`src/rtl/gcd_engine.sv`:
```
// gcd_engine: self-sequencing greatest-common-divisor engine.
// Operands arrive on a valid/ready handshake. The result leaves on a second
// valid/ready handshake. Two algorithms are available, chosen per operation:
//   mode = 0 : subtractive Euclid (subtract the smaller operand from the larger)
//   mode = 1 : binary Stein (strip shared factors of two, then subtract and halve)
// Each RUN cycle performs one algorithm step and increments iter_count.
// A run that reaches MAX_ITER steps is aborted with error set.
// A start with both operands zero is also reported as an error.
module gcd_engine #(
   parameter int WIDTH    = 8,
   parameter int MAX_ITER = 2**WIDTH,
   parameter int ITER_W   = $clog2(MAX_ITER + 1)
) (
   input  logic              clk,
   input  logic              reset,
   input  logic              start_valid,
   output logic              start_ready,
   input  logic [WIDTH-1:0]  a_in,
   input  logic [WIDTH-1:0]  b_in,
   input  logic              mode,
   output logic              result_valid,
   input  logic              result_ready,
   output logic [WIDTH-1:0]  result,
   output logic [ITER_W-1:0] iter_count,
   output logic              zero_flag,
   output logic              neg_flag,
   output logic              error
);

   // Width of the shared power-of-two exponent used in binary mode.
   // It must be able to hold any count from 0 to WIDTH.
   localparam int K_W = $clog2(WIDTH) + 1;

   // Step budget, sized to the iteration counter for the timeout compare.
   localparam logic [ITER_W-1:0] ITER_LIMIT = ITER_W'(MAX_ITER);

   typedef enum logic [1:0] {
      S_IDLE,
      S_CHECK,
      S_RUN,
      S_DONE
   } state_t;

   state_t           state;
   logic [WIDTH-1:0] a_q;
   logic [WIDTH-1:0] b_q;
   logic [K_W-1:0]   k_q;
   logic             mode_q;

   // Compare results and differences of the working operands.
   // Both the flag update and the step selection share these.
   logic             a_eq_b;
   logic             a_lt_b;
   logic             a_is_zero;
   logic             b_is_zero;
   logic [WIDTH-1:0] a_minus_b;
   logic [WIDTH-1:0] b_minus_a;

   assign a_eq_b    = (a_q == b_q);
   assign a_lt_b    = (a_q < b_q);
   assign a_is_zero = (a_q == '0);
   assign b_is_zero = (b_q == '0);
   // Each difference is only used when its minuend is the larger operand.
   // For that reason it never wraps.
   assign a_minus_b = a_q - b_q;
   assign b_minus_a = b_q - a_q;

   // Acceptance is possible only in IDLE. The signal depends on state alone,
   // so there is no combinational path from any input.
   assign start_ready = (state == S_IDLE);

   // Next operand values and completion for one RUN step of the selected algorithm.
   logic [WIDTH-1:0] a_step;
   logic [WIDTH-1:0] b_step;
   logic [K_W-1:0]   k_step;
   logic             step_done;
   logic [WIDTH-1:0] step_result;

   // One algorithm step, evaluated from the current operands.
   always_comb begin
      // NOTE: every output of this block gets a default first, so no path
      // through the branches below leaves a value undriven (no latch).
      a_step      = a_q;
      b_step      = b_q;
      k_step      = k_q;
      step_done   = 1'b0;
      step_result = '0;

      if (a_eq_b) begin
         // Equal operands end the run in both modes.
         // Binary mode restores the shared factor of two stripped earlier.
         // That product never exceeds either original operand.
         step_done   = 1'b1;
         step_result = mode_q ? (a_q << k_q) : a_q;
      end else if (!mode_q) begin
         // Euclid: replace the larger operand with the difference.
         if (a_lt_b) begin
            b_step = b_minus_a;
         end else begin
            a_step = a_minus_b;
         end
      end else begin
         // Stein: handle even operands first, then subtract the two odd operands and halve.
         if (!a_q[0] && !b_q[0]) begin
            a_step = a_q >> 1;
            b_step = b_q >> 1;
            k_step = k_q + K_W'(1);
         end else if (!a_q[0]) begin
            a_step = a_q >> 1;
         end else if (!b_q[0]) begin
            b_step = b_q >> 1;
         end else if (!a_lt_b) begin
            // The difference of two odd numbers is even, so this halving loses nothing.
            a_step = a_minus_b >> 1;
         end else begin
            b_step = b_minus_a >> 1;
         end
      end
   end

   // Controller FSM with the operand datapath and all registered outputs.
   always_ff @(posedge clk or negedge reset) begin
      // NOTE: the asynchronous reset clears every register here, including the
      // working operands. A reset in mid-run therefore leaves no stale state
      // behind.
      if (!reset) begin
         state        <= S_IDLE;
         a_q          <= '0;
         b_q          <= '0;
         k_q          <= '0;
         mode_q       <= 1'b0;
         result_valid <= 1'b0;
         result       <= '0;
         iter_count   <= '0;
         zero_flag    <= 1'b0;
         neg_flag     <= 1'b0;
         error        <= 1'b0;
      end else begin
         // NOTE: non-blocking assignments throughout. Every register updates
         // from the values present before this edge, whatever the statement
         // order.
         case (state)
            S_IDLE: begin
               if (start_valid) begin
                  a_q        <= a_in;
                  b_q        <= b_in;
                  mode_q     <= mode;
                  k_q        <= '0;
                  iter_count <= '0;
                  zero_flag  <= 1'b0;
                  neg_flag   <= 1'b0;
                  error      <= 1'b0;
                  result     <= '0;
                  state      <= S_CHECK;
               end
            end

            S_CHECK: begin
               // Zero operands are resolved here, so RUN only sees non-zero values.
               if (a_is_zero && b_is_zero) begin
                  result       <= '0;
                  error        <= 1'b1;
                  result_valid <= 1'b1;
                  state        <= S_DONE;
               end else if (a_is_zero || b_is_zero) begin
                  result       <= a_q | b_q;
                  error        <= 1'b0;
                  result_valid <= 1'b1;
                  state        <= S_DONE;
               end else begin
                  state <= S_RUN;
               end
            end

            S_RUN: begin
               if (iter_count == ITER_LIMIT) begin
                  // Out of budget. Abort with the flags still showing the last compare.
                  result       <= '0;
                  error        <= 1'b1;
                  result_valid <= 1'b1;
                  state        <= S_DONE;
               end else begin
                  iter_count <= iter_count + ITER_W'(1);
                  zero_flag  <= a_eq_b;
                  neg_flag   <= a_lt_b;
                  a_q        <= a_step;
                  b_q        <= b_step;
                  k_q        <= k_step;
                  if (step_done) begin
                     result       <= step_result;
                     result_valid <= 1'b1;
                     state        <= S_DONE;
                  end
               end
            end

            S_DONE: begin
               // Hold every output until the consumer takes the result.
               if (result_ready) begin
                  result_valid <= 1'b0;
                  state        <= S_IDLE;
               end
            end

            default: begin
               state <= S_IDLE;
            end
         endcase
      end
   end

endmodule
```
`config.mk`:
```
export PLATFORM = sky130hd
export DESIGN_NAME = gcd_engine
export DESIGN_NICKNAME = d
export VERILOG_FILES = /design/src/rtl/gcd_engine.sv
export SDC_FILE = /design/constraint.sdc
export NUM_CORES = 1
export LEC_CHECK = 0
export BUFFER_PORTS_ARGS = -buffer_cell sky130_fd_sc_hd__buf_2
export CORE_AREA = 8 8 114 105
export CTS_CLUSTER_SIZE = 28
export DETAILED_ROUTE_END_ITERATION = 8
export DIE_AREA = 0 0 122 113
export PLACE_DENSITY = 0.58
export SLEW_MARGIN = 30
export SYNTH_ARGS = -nofsm -noshare
export SYNTH_HDL_FRONTEND = slang
export SYNTH_SLANG_ARGS = --single-unit
```
`constraint.sdc`:
```
create_clock -name clk -period 7.6 [get_ports clk]
set_clock_uncertainty 0.1 [all_clocks]
set_input_delay 0.38 -clock clk [delete_from_list [all_inputs] [get_ports clk]]
set_output_delay 0.38 -clock clk [all_outputs]
set_load 0.03 [all_outputs]
```
==> results of run 1 <==
[cells by family (layout without fill, tap and decap cells)]
| logic type | Yosys count | after routing | synth area share, % |
|---|---|---|---|
| AOI/OAI and AO/OA | 141 | 141 | 25.6 |
| xor gates and xnor gates | 14 | 14 | 3.13 |
| adders and majority gates | 34 | 34 | 11.2 |
| buffers and inverters | 50 | 83 | 5.62 |
| DFF | 44 | 44 | 28.1 |
| muxes | 19 | 19 | 5.81 |
| and+or+nand+nor | 159 | 159 | 20.5 |
[Yosys cell counts (3+ instances only)]
| cell | n | area, um2 |
|---|---|---|
| nand3_1 | 14 | 70.1 |
| a21oi_1 | 25 | 125 |
| buf_2 | 5 | 25.0 |
| dfrtp_1 | 44 | 1100 |
| a31oi_1 | 8 | 50.1 |
| a221oi_1 | 5 | 43.8 |
| a21o_1 | 5 | 37.5 |
| o21ai_0 | 26 | 130 |
| o2bb2ai_1 | 3 | 26.3 |
| nor3_1 | 6 | 30.0 |
| and3_1 | 4 | 25.0 |
| o21bai_1 | 5 | 37.5 |
| mux2i_1 | 10 | 100 |
| inv_1 | 27 | 101 |
| o22a_1 | 3 | 26.3 |
| o211ai_1 | 3 | 22.5 |
| nor4_1 | 8 | 50.1 |
| clkbuf_1 | 10 | 37.5 |
| ha_1 | 32 | 400 |
| xnor2_1 | 5 | 43.8 |
| nand2_1 | 43 | 161 |
| o221ai_1 | 5 | 43.8 |
| nor2_2 | 5 | 31.3 |
| xor2_1 | 9 | 78.8 |
| nand2b_1 | 8 | 50.1 |
| or3_1 | 4 | 25.0 |
| a31oi_2 | 3 | 37.5 |
| o22ai_1 | 5 | 31.3 |
| nor2b_1 | 7 | 43.8 |
| mux2_2 | 5 | 56.3 |
| nand4_1 | 13 | 81.3 |
| nor2_1 | 35 | 131 |
| o21ai_1 | 15 | 75.1 |
| a2bb2oi_1 | 3 | 26.3 |
[per-layer routing]
metal  part of all wire [%]  vias to the layer above  GRT usage (%)  wire length, um
met2                     45                      128           27.2             5200
met5                      0                        -              0                0
met1                     47                     1742           23.5             5370
met3                    6.7                       12           3.19              760
li1                       -                     1770              -                -
met4                   0.85                        0           2.88               97
[cell type report]
| type | instances | share of cell area, % |
|---|---|---|
| timing repair buffer | 45 | 5.49 |
| inverter | 30 | 2.60 |
| multi-input combinational | 367 | 60.0 |
| sequential | 44 | 25.4 |
| tap | 129 | 3.73 |
| clock inverter | 2 | 0.895 |
| clock buffer | 6 | 1.91 |
[per-stage QoR]
| stage | util, % | area (um2) | cells |
|---|---|---|---|
| 3_3_place_gp | 41.9 | 4200 | 614 |
| 4_1_cts | 43.2 | 4330 | 623 |
| 2_1_floorplan | - | 3920 | 461 |
| 5_1_grt | 43.2 | 4330 | 623 |
| 6_report | 43.2 | 4330 | 623 |
| 3_5_place_dp | 41.9 | 4200 | 614 |
[state kept, by name (all words and copies together) (netlist names)]
name and cells:
zero_flag 1, k_q 4, mode_q 1, iter_count 9, b_q 8, neg_flag 1
result 8, result_valid 1, state 2, a_q 8, error 1
[path summary, 6_finish.rpt]
path	start	endpoint	slack, ps	cells after the start
max	a_q[5]	b_q[7]	4490	7
min	mode	mode_q	230	2
max reg2reg	a_q[5]	b_q[7]	4490	7
min reg2reg	result[3]	result[3]	390	2
max in group asynchronous	reset	b_q[3]	6490	2
min in group asynchronous	reset	result_valid	510	2
[worst max-delay path, cell delays in order (launching register included)]
cell and delay, ps:
dfrtp_1 500, inv_1 140, ha_1 460, nor4_2 540
o31ai_2 260, and3_4 230, o311a_4 450, mux2_4 320
[repair_timing]
action	in CTS	in global routing
endpoints found under the setup margin	0	0
resized for setup	0	0
hold endpoints to repair	34	0
hold buffers	1	0
==> flow_summary_export.csv, run 1 <==
group,metric,value,unit
sta,setup_slack,4490,ps
hold_path,min_path_type,"input pin to flop",
synthesis,yosysWarnings,0,
floorplan,core_area,0.0100,mm2
route,ant_nets,0,
synthesis,syn-instance-count,461,
worst_setup_path,cp.arrival,3210,ps
sta,max_freq,321,MHz
global_route,grt_pass1_wl,19.2,mm
sta,slew_headroom,46.3,%
floorplan,fp-row-count,35,
route,num_vias,3652,
floorplan,io-pin-count,43,
synthesis,synth.distinct_cells,77,
global_route,grt_pass1_vias,3612,
clocking,clock_sinks,44,
clocking,cts_inserted_buffers,5,
route,via_per_inst,5.86,
placement,io_buffers,42,
worst_setup_path,crit_fanout,13,
worst_setup_path,end_kind,"flop",
worst_setup_path,worstPathRequired,7690,ps
final_layout,multi_input_area,0.00260,mm2
synthesis,synth-async-reset-ratio,100,%
synthesis,syn_area_per_cell,8.50,um2
final_layout,n_fill_cell,1001,
route,drcViolationCount,0,
sta,rsz0062_at_grt,"false",
route,dr.pass1.iters,5,
clocking,clkLatencyLatePin,310,ps
floorplan,die_h,113,um
route,detail_route.wl_per_cell,18.3,um
synthesis,ys_seq_area_share,28.1,%
worst_setup_path,critPathKind,"flop to flop",
synthesis,netlist_area,0.00392,mm2
synthesis,ys_ff_latch,44,
global_route,track_usage,17.0,%
sta,fin_setup_tns,0,ps
floorplan,die_x,122,um
clocking,clk_path_buf_depth,2,
final_layout,layout.cells.most_common,"dfrtp_1",
sta,tightest_slew,801,ps
final_layout,drive_gt1_share,17.0,%
clocking,cts.clk_slew.worst_paths,90,ps
clocking,cts_setup_buffers,0,
floorplan,dieArea,0.0138,mm2
clocking,cts_tree,"done",
final_layout,syn_to_final_growth,10.5,%
placement,place_hpwl,8.72,mm
clocking,h-tree-depth,2,
sta,hold_violations,0,
route,wl,11.4,mm
sta,hold_ws,228,ps
synthesis,synth_ff_type,"dfrtp_1",
global_route,antenna_found_initial,0,
job,drv_cap,0,
final_layout,final_nets,548,
floorplan,initial_core_util,39.1,%
global_route,grt_max_degree,45,
sta,setup_viol,0,
synthesis,synth_edf_count,0,
placement,gp_congestion,0.901,
final_layout,antenna_cells,0,
sta,fin_crit,3110,ps
sta,drv_slew,0,
route,drtIter0Drc,305,
outcome,status,"complete, no violations",
placement,pre_cts_slack,4530,ps
clocking,ctsRootBufferMaster,"clkbuf_8",
worst_setup_path,start_kind,"flop",
final_layout,register_area,0.00110,mm2
final_layout,final_cell_mix,"dfrtp_1 (44), nand2_1 (43), buf_2 (41)",
sta,timing.final.crit_share,41.0,%
global_route,grt_remaining_overflow,0,
synthesis,syn-num-nets,516,
Power of run 1 is not shown: default switching activity piles up to over one toggle a cycle in this logic, so the estimate is an artifact.
==> run 2: changes to the inputs <==
Settings changed: PLACE_DENSITY 0.58 to 0.6.
Clock period 7.6 ns to 2.7 ns, I/O delays scaled along.
==> run 2 against run 1 <==
  * Sequential share of layout area is 2.2 points lower
  * Design area grew 9.5%
  * Routed wire length rose by 6.5%
  * First-iteration DRC count decreased by 11%
  * Non-clock buffer count grew 52
  * Critical endpoint is now a_q[6]
  * Largest cell class unchanged
==> flow_summary_export.csv, run 2 (same netlist as run 1, synthesis figures left out) <==
group,metric,value,unit
sta,max_freq,382,MHz
worst_setup_path,r2r-start,"b_q[2]",
sta,slew_headroom,58.2,%
route,via_per_inst,5.64,
clocking,clock_sinks,44,
floorplan,die_h,113,um
worst_setup_path,worstRegToRegCells,9,
sta,setup_viol,0,
clocking,cts_inserted_buffers,5,
route,drtIter0Drc,271,
floorplan,dieArea,0.0138,mm2
sta,fin_crit,2620,ps
route,num_vias,3799,
worst_setup_path,end_kind,"flop",
final_layout,fin_area,0.00474,mm2
worst_setup_path,timing.rr.end,"a_q[6]",
final_layout,register_area,0.00110,mm2
clocking,clkLatencyLatePin,300,ps
placement,post_dp_cell_area,0.00454,mm2
outcome,status,"complete, no violations",
worst_setup_path,cp.arrival,2700,ps
final_layout,antenna_cells,0,
global_route,grt_pass1_wl,19.6,mm
final_layout,multi_input_area,0.00265,mm2
clocking,clk_path_buf_depth,2,
hold_path,hold_end,"b_q[2]",
sta,tightest_slew,624,ps
sta,hold_ws,8.69,ps
global_route,grt_pass1_vias,3744,
global_route,met2_usage,27.5,%
floorplan,core_area,0.0100,mm2
worst_setup_path,worstPathRequired,2780,ps
clocking,ctsRootBufferMaster,"clkbuf_8",
worst_setup_path,cpMaxStageDelayCell,"or4b_4",
worst_setup_path,crit_buf_inv,3,
route,wl,12.2,mm
placement,gp_congestion,0.890,
final_layout,top_register,"iter_count",
worst_setup_path,path_cells,"inv_1, ha_1, buf_4, inv_1, and3_2, or4b_4, and4_1, o221ai_2, a31oi_1",
floorplan,fp-row-count,35,
worst_setup_path,start_kind,"flop",
floorplan,io-pin-count,43,
sta,setup_slack,80.0,ps
hold_path,hold_depth,3,
hold_path,min_path_type,"input pin to flop",
final_layout,syn_to_final_growth,21.1,%
global_route,antenna_found_initial,0,
worst_setup_path,cpMostUsedCell,"inv_1",
global_route,grt_util_met1,25.2,%
worst_setup_path,crit_fanout,5,
final_layout,layout.cells.most_common,"buf_4",
final_layout,drive_gt1_share,24.8,%
clocking,cts_tree,"done",
placement,place_hpwl,9.47,mm
final_layout,final_cell_mix,"buf_4 (49), dfrtp_1 (44), nand2_1 (43)",
sta,drv_slew,0,
floorplan,initial_core_util,39.1,%
global_route,grt_remaining_overflow,0,
clocking,cts.clk_slew.worst_paths,90,ps
worst_setup_path,critPathKind,"flop to flop",
floorplan,die_x,122,um
global_route,use_met3,2.49,%
worst_setup_path,reg2reg_slack,80,ps
final_layout,fin_util,47.3,%
sta,hold_violations,0,
clocking,h-tree-depth,2,
final_layout,n_fill_cell,984,
job,drv_cap,0,
route,dr.pass1.iters,5,
route,detail_route.wl_per_cell,18.1,um
global_route,track_usage,17.7,%
worst_setup_path,slowest_delay,480,ps
placement,pre_cts_slack,62.1,ps
placement,io_buffers,42,
route,ant_nets,0,
route,drcViolationCount,0,
global_route,grt_max_degree,45,
final_layout,largest_reg_flops,9,
hold_path,hold_path_startpoint,"b_in[2]",
worst_setup_path,critPathTopFamily,"simple AND/OR/NAND/NOR gates",
sta,timing.final.crit_share,97.0,%
global_route,busiest_layer,"met2",
final_layout,final_nets,600,
[run 2: cell count changes in the layout (fill, tap and decap cells not counted), sizes merged]
| cell | previous run | this run |
|---|---|---|
| buf | 44 | 90 |
| bufinv | 1 | 0 |
| clkbuf | 6 | 5 |
| dlygate4sd3 | 1 | 7 |
| clkinvlp | 0 | 1 |
[run 2: repair_timing]
item,CTS,global route
hold buffers,7,0
resized for setup,0,10
setup buffers,0,1
setup endpoints to repair,0,12
hold endpoints to repair,50,0
[run 2: metal layers]
layer | vias to the layer above | share of wire [%]
met1 | 1800 | 48
met5 | - | 0
met4 | 0 | 1.2
met2 | 121 | 45
met3 | 15 | 5.2
li1 | 1863 | -
[run 2: worst min-delay path: stages]
cell,delay [ps]
buf_2,90
nand2_1,70
a31oi_2,80
[run 2: area by class of cell]
| class | count | area share (%) |
|---|---|---|
| clock buffer | 5 | 1.45 |
| sequential | 44 | 23.2 |
| inverter | 30 | 2.37 |
| tap | 129 | 3.40 |
| timing repair buffer | 97 | 13.6 |
| multi-input combinational | 367 | 55.7 |
| clock inverter | 2 | 0.264 |
[run 2: through the flow]
stage / std cells / TNS, ps
after detailed placement: 659 / 0
after global placement: 659 / 0
after CTS: 673 / 0
after floorplan: 461 / 0
after global routing: 674 / -1.70
final: 674 / 0
[run 2: worst max-delay path by stage]
stage / start / endpoint / slack, ps / depth (start not counted)
6_report: b_q[2] / a_q[6] / 80 / 9
5_1_grt: a_q[0] / a_q[6] / -2 / 9
4_1_cts: a_q[0] / b_q[5] / 40 / 10
3_5_place_dp: a_q[0] / b_q[5] / 60 / 10
3_3_place_gp: a_q[0] / b_q[4] / 170 / 10
2_1_floorplan: a_q[0] / b_q[5] / 120 / 10
Power of run 2 is left out for the same reason.
==> run 3: changes to the inputs <==
Settings changed: CAP_MARGIN from default to 25, RECOVER_POWER from default to 100.
==> run 3 against run 2 <==
  * Sequential share of layout area grew 0.19 points
  * Worst setup slack got worse by 5.1 ps
  * Largest cell class unchanged
  * First-iteration DRC count grew 4.1%
  * Sequential cell count did not move
==> flow_summary_export.csv, run 3 (same netlist as run 1, synthesis figures left out) <==
group,metric,value,unit
route,ant_nets,0,
route,detail_route.wl_per_cell,18.1,um
global_route,met2_usage,27.5,%
final_layout,syn_to_final_growth,20.1,%
global_route,grt_max_degree,45,
global_route,grt_pass1_vias,3744,
final_layout,n_fill_cell,993,
global_route,grt_pass1_wl,19.6,mm
sta,setup_viol,0,
sta,slew_headroom,22.7,%
worst_setup_path,cpMostUsedCell,"inv_1",
final_layout,antenna_cells,0,
floorplan,initial_core_util,39.1,%
job,drv_cap,0,
outcome,status,"complete, no violations",
floorplan,fp-row-count,35,
worst_setup_path,start_kind,"flop",
clocking,cts_inserted_buffers,5,
worst_setup_path,critPathKind,"flop to flop",
worst_setup_path,end_kind,"flop",
placement,gp_congestion,0.890,
sta,timing.final.crit_share,97.2,%
sta,fin_crit,2630,ps
final_layout,top_register,"iter_count",
route,via_per_inst,5.65,
worst_setup_path,slowest_delay,480,ps
placement,place_hpwl,9.47,mm
route,drtIter0Drc,282,
worst_setup_path,cp.arrival,2710,ps
floorplan,io-pin-count,43,
floorplan,dieArea,0.0138,mm2
sta,fin_setup_tns,0,ps
sta,hold_violations,0,
global_route,grt_util_met1,25.2,%
worst_setup_path,path_cells,"inv_1, ha_1, buf_4, inv_1, and3_2, or4b_4, and4_1, o221ai_2, a31oi_1",
placement,io_buffers,42,
worst_setup_path,crit_buf_inv,3,
clocking,cts_tree,"done",
route,dr.pass1.iters,5,
global_route,use_met3,2.49,%
clocking,clock_sinks,44,
final_layout,final_nets,600,
worst_setup_path,cpMaxStageDelayCell,"or4b_4",
route,drcViolationCount,0,
clocking,clkLatencyLatePin,300,ps
sta,max_freq,381,MHz
sta,tightest_slew,1160,ps
floorplan,die_x,122,um
placement,pre_cts_slack,62.1,ps
route,num_vias,3806,
floorplan,core_area,0.0100,mm2
final_layout,drive_gt1_share,20.2,%
clocking,cts.clk_slew.worst_paths,90,ps
worst_setup_path,crit_fanout,5,
final_layout,layout.cells.most_common,"buf_4",
clocking,h-tree-depth,2,
clocking,clk_path_buf_depth,2,
sta,drv_slew,0,
final_layout,final_cell_mix,"buf_4 (46), dfrtp_1 (44), nand2_1 (43)",
route,wl,12.2,mm
worst_setup_path,critPathTopFamily,"simple AND/OR/NAND/NOR gates",
hold_path,min_path_type,"input pin to flop",
sta,setup_slack,74.9,ps
floorplan,die_h,113,um
global_route,grt_remaining_overflow,0,
global_route,antenna_found_initial,0,
global_route,track_usage,17.7,%
final_layout,largest_reg_flops,9,
clocking,ctsRootBufferMaster,"clkbuf_8",
global_route,busiest_layer,"met2",
worst_setup_path,worstPathRequired,2780,ps
==> run 3: cell count changes in the layout (fill, tap and decap cells not counted) <==
cell and change:
clkbuf_1 +24, mux2_2 -1, buf_4 -3, mux2_1 +1, clkbuf_2 +1, buf_2 -22
==> run 3: worst paths after layout <==
kind                       depth (start not counted)         to       from  slack, ps
max                                                9     a_q[6]     b_q[2]         70
min in group asynchronous                          2   state[1]      reset        480
max in group asynchronous                          2  zero_flag      reset       1300
min                                                3     b_q[2]    b_in[2]          6
min reg2reg                                        2  result[1]  result[1]        390
max reg2reg                                        9     a_q[6]     b_q[2]         70
==> run 3: worst reg2reg max path: stages (launching register included) <==
cell and delay, ps:
dfrtp_1 430, inv_1 120, ha_1 470, buf_4 190, inv_1 60, and3_2 200
or4b_4 480, and4_1 170, o221ai_2 170, a31oi_1 100
==> run 3: metrics by stage <==
stage | utilization, % | hold WS [ps] | area [um2] | cells
2_1_floorplan | - | -261 | 3920 | 461
3_3_place_gp | 45.2 | 274 | 4540 | 659
3_5_place_dp | 45.3 | 86.4 | 4540 | 659
4_1_cts | 46.8 | 3.32 | 4690 | 673
5_1_grt | 46.9 | 10.8 | 4710 | 674
6_report | 46.9 | 6.18 | 4710 | 674
==> run 3: timing repair <==
action	in CTS	in global routing
endpoints found under the setup margin	0	12
hold buffers	7	0
setup buffers	0	1
hold endpoints to repair	50	0
gates resized for setup	0	10
==> run 3: routing by layer <==
metal | wire length [um] | vias to the layer above | share of wire (%)
li1 | - | 1867 | -
met4 | 131 | 0 | 1.1
met2 | 5560 | 113 | 46
met3 | 619 | 14 | 5.1
met1 | 5880 | 1812 | 48
met5 | 0 | - | 0
==> run 3: cell type report <==
cell class	instances	area [um2]	share of cell area (%)
clock buffers	5	68.8	1.46
clock inverters	2	12.5	0.266
inverters	30	113	2.39
multi-input cells	367	2650	56.2
flip-flops and latches	44	1100	23.4
well taps	129	161	3.43
repair buffers	97	606	12.9
Power of run 3 is left out for the same reason.
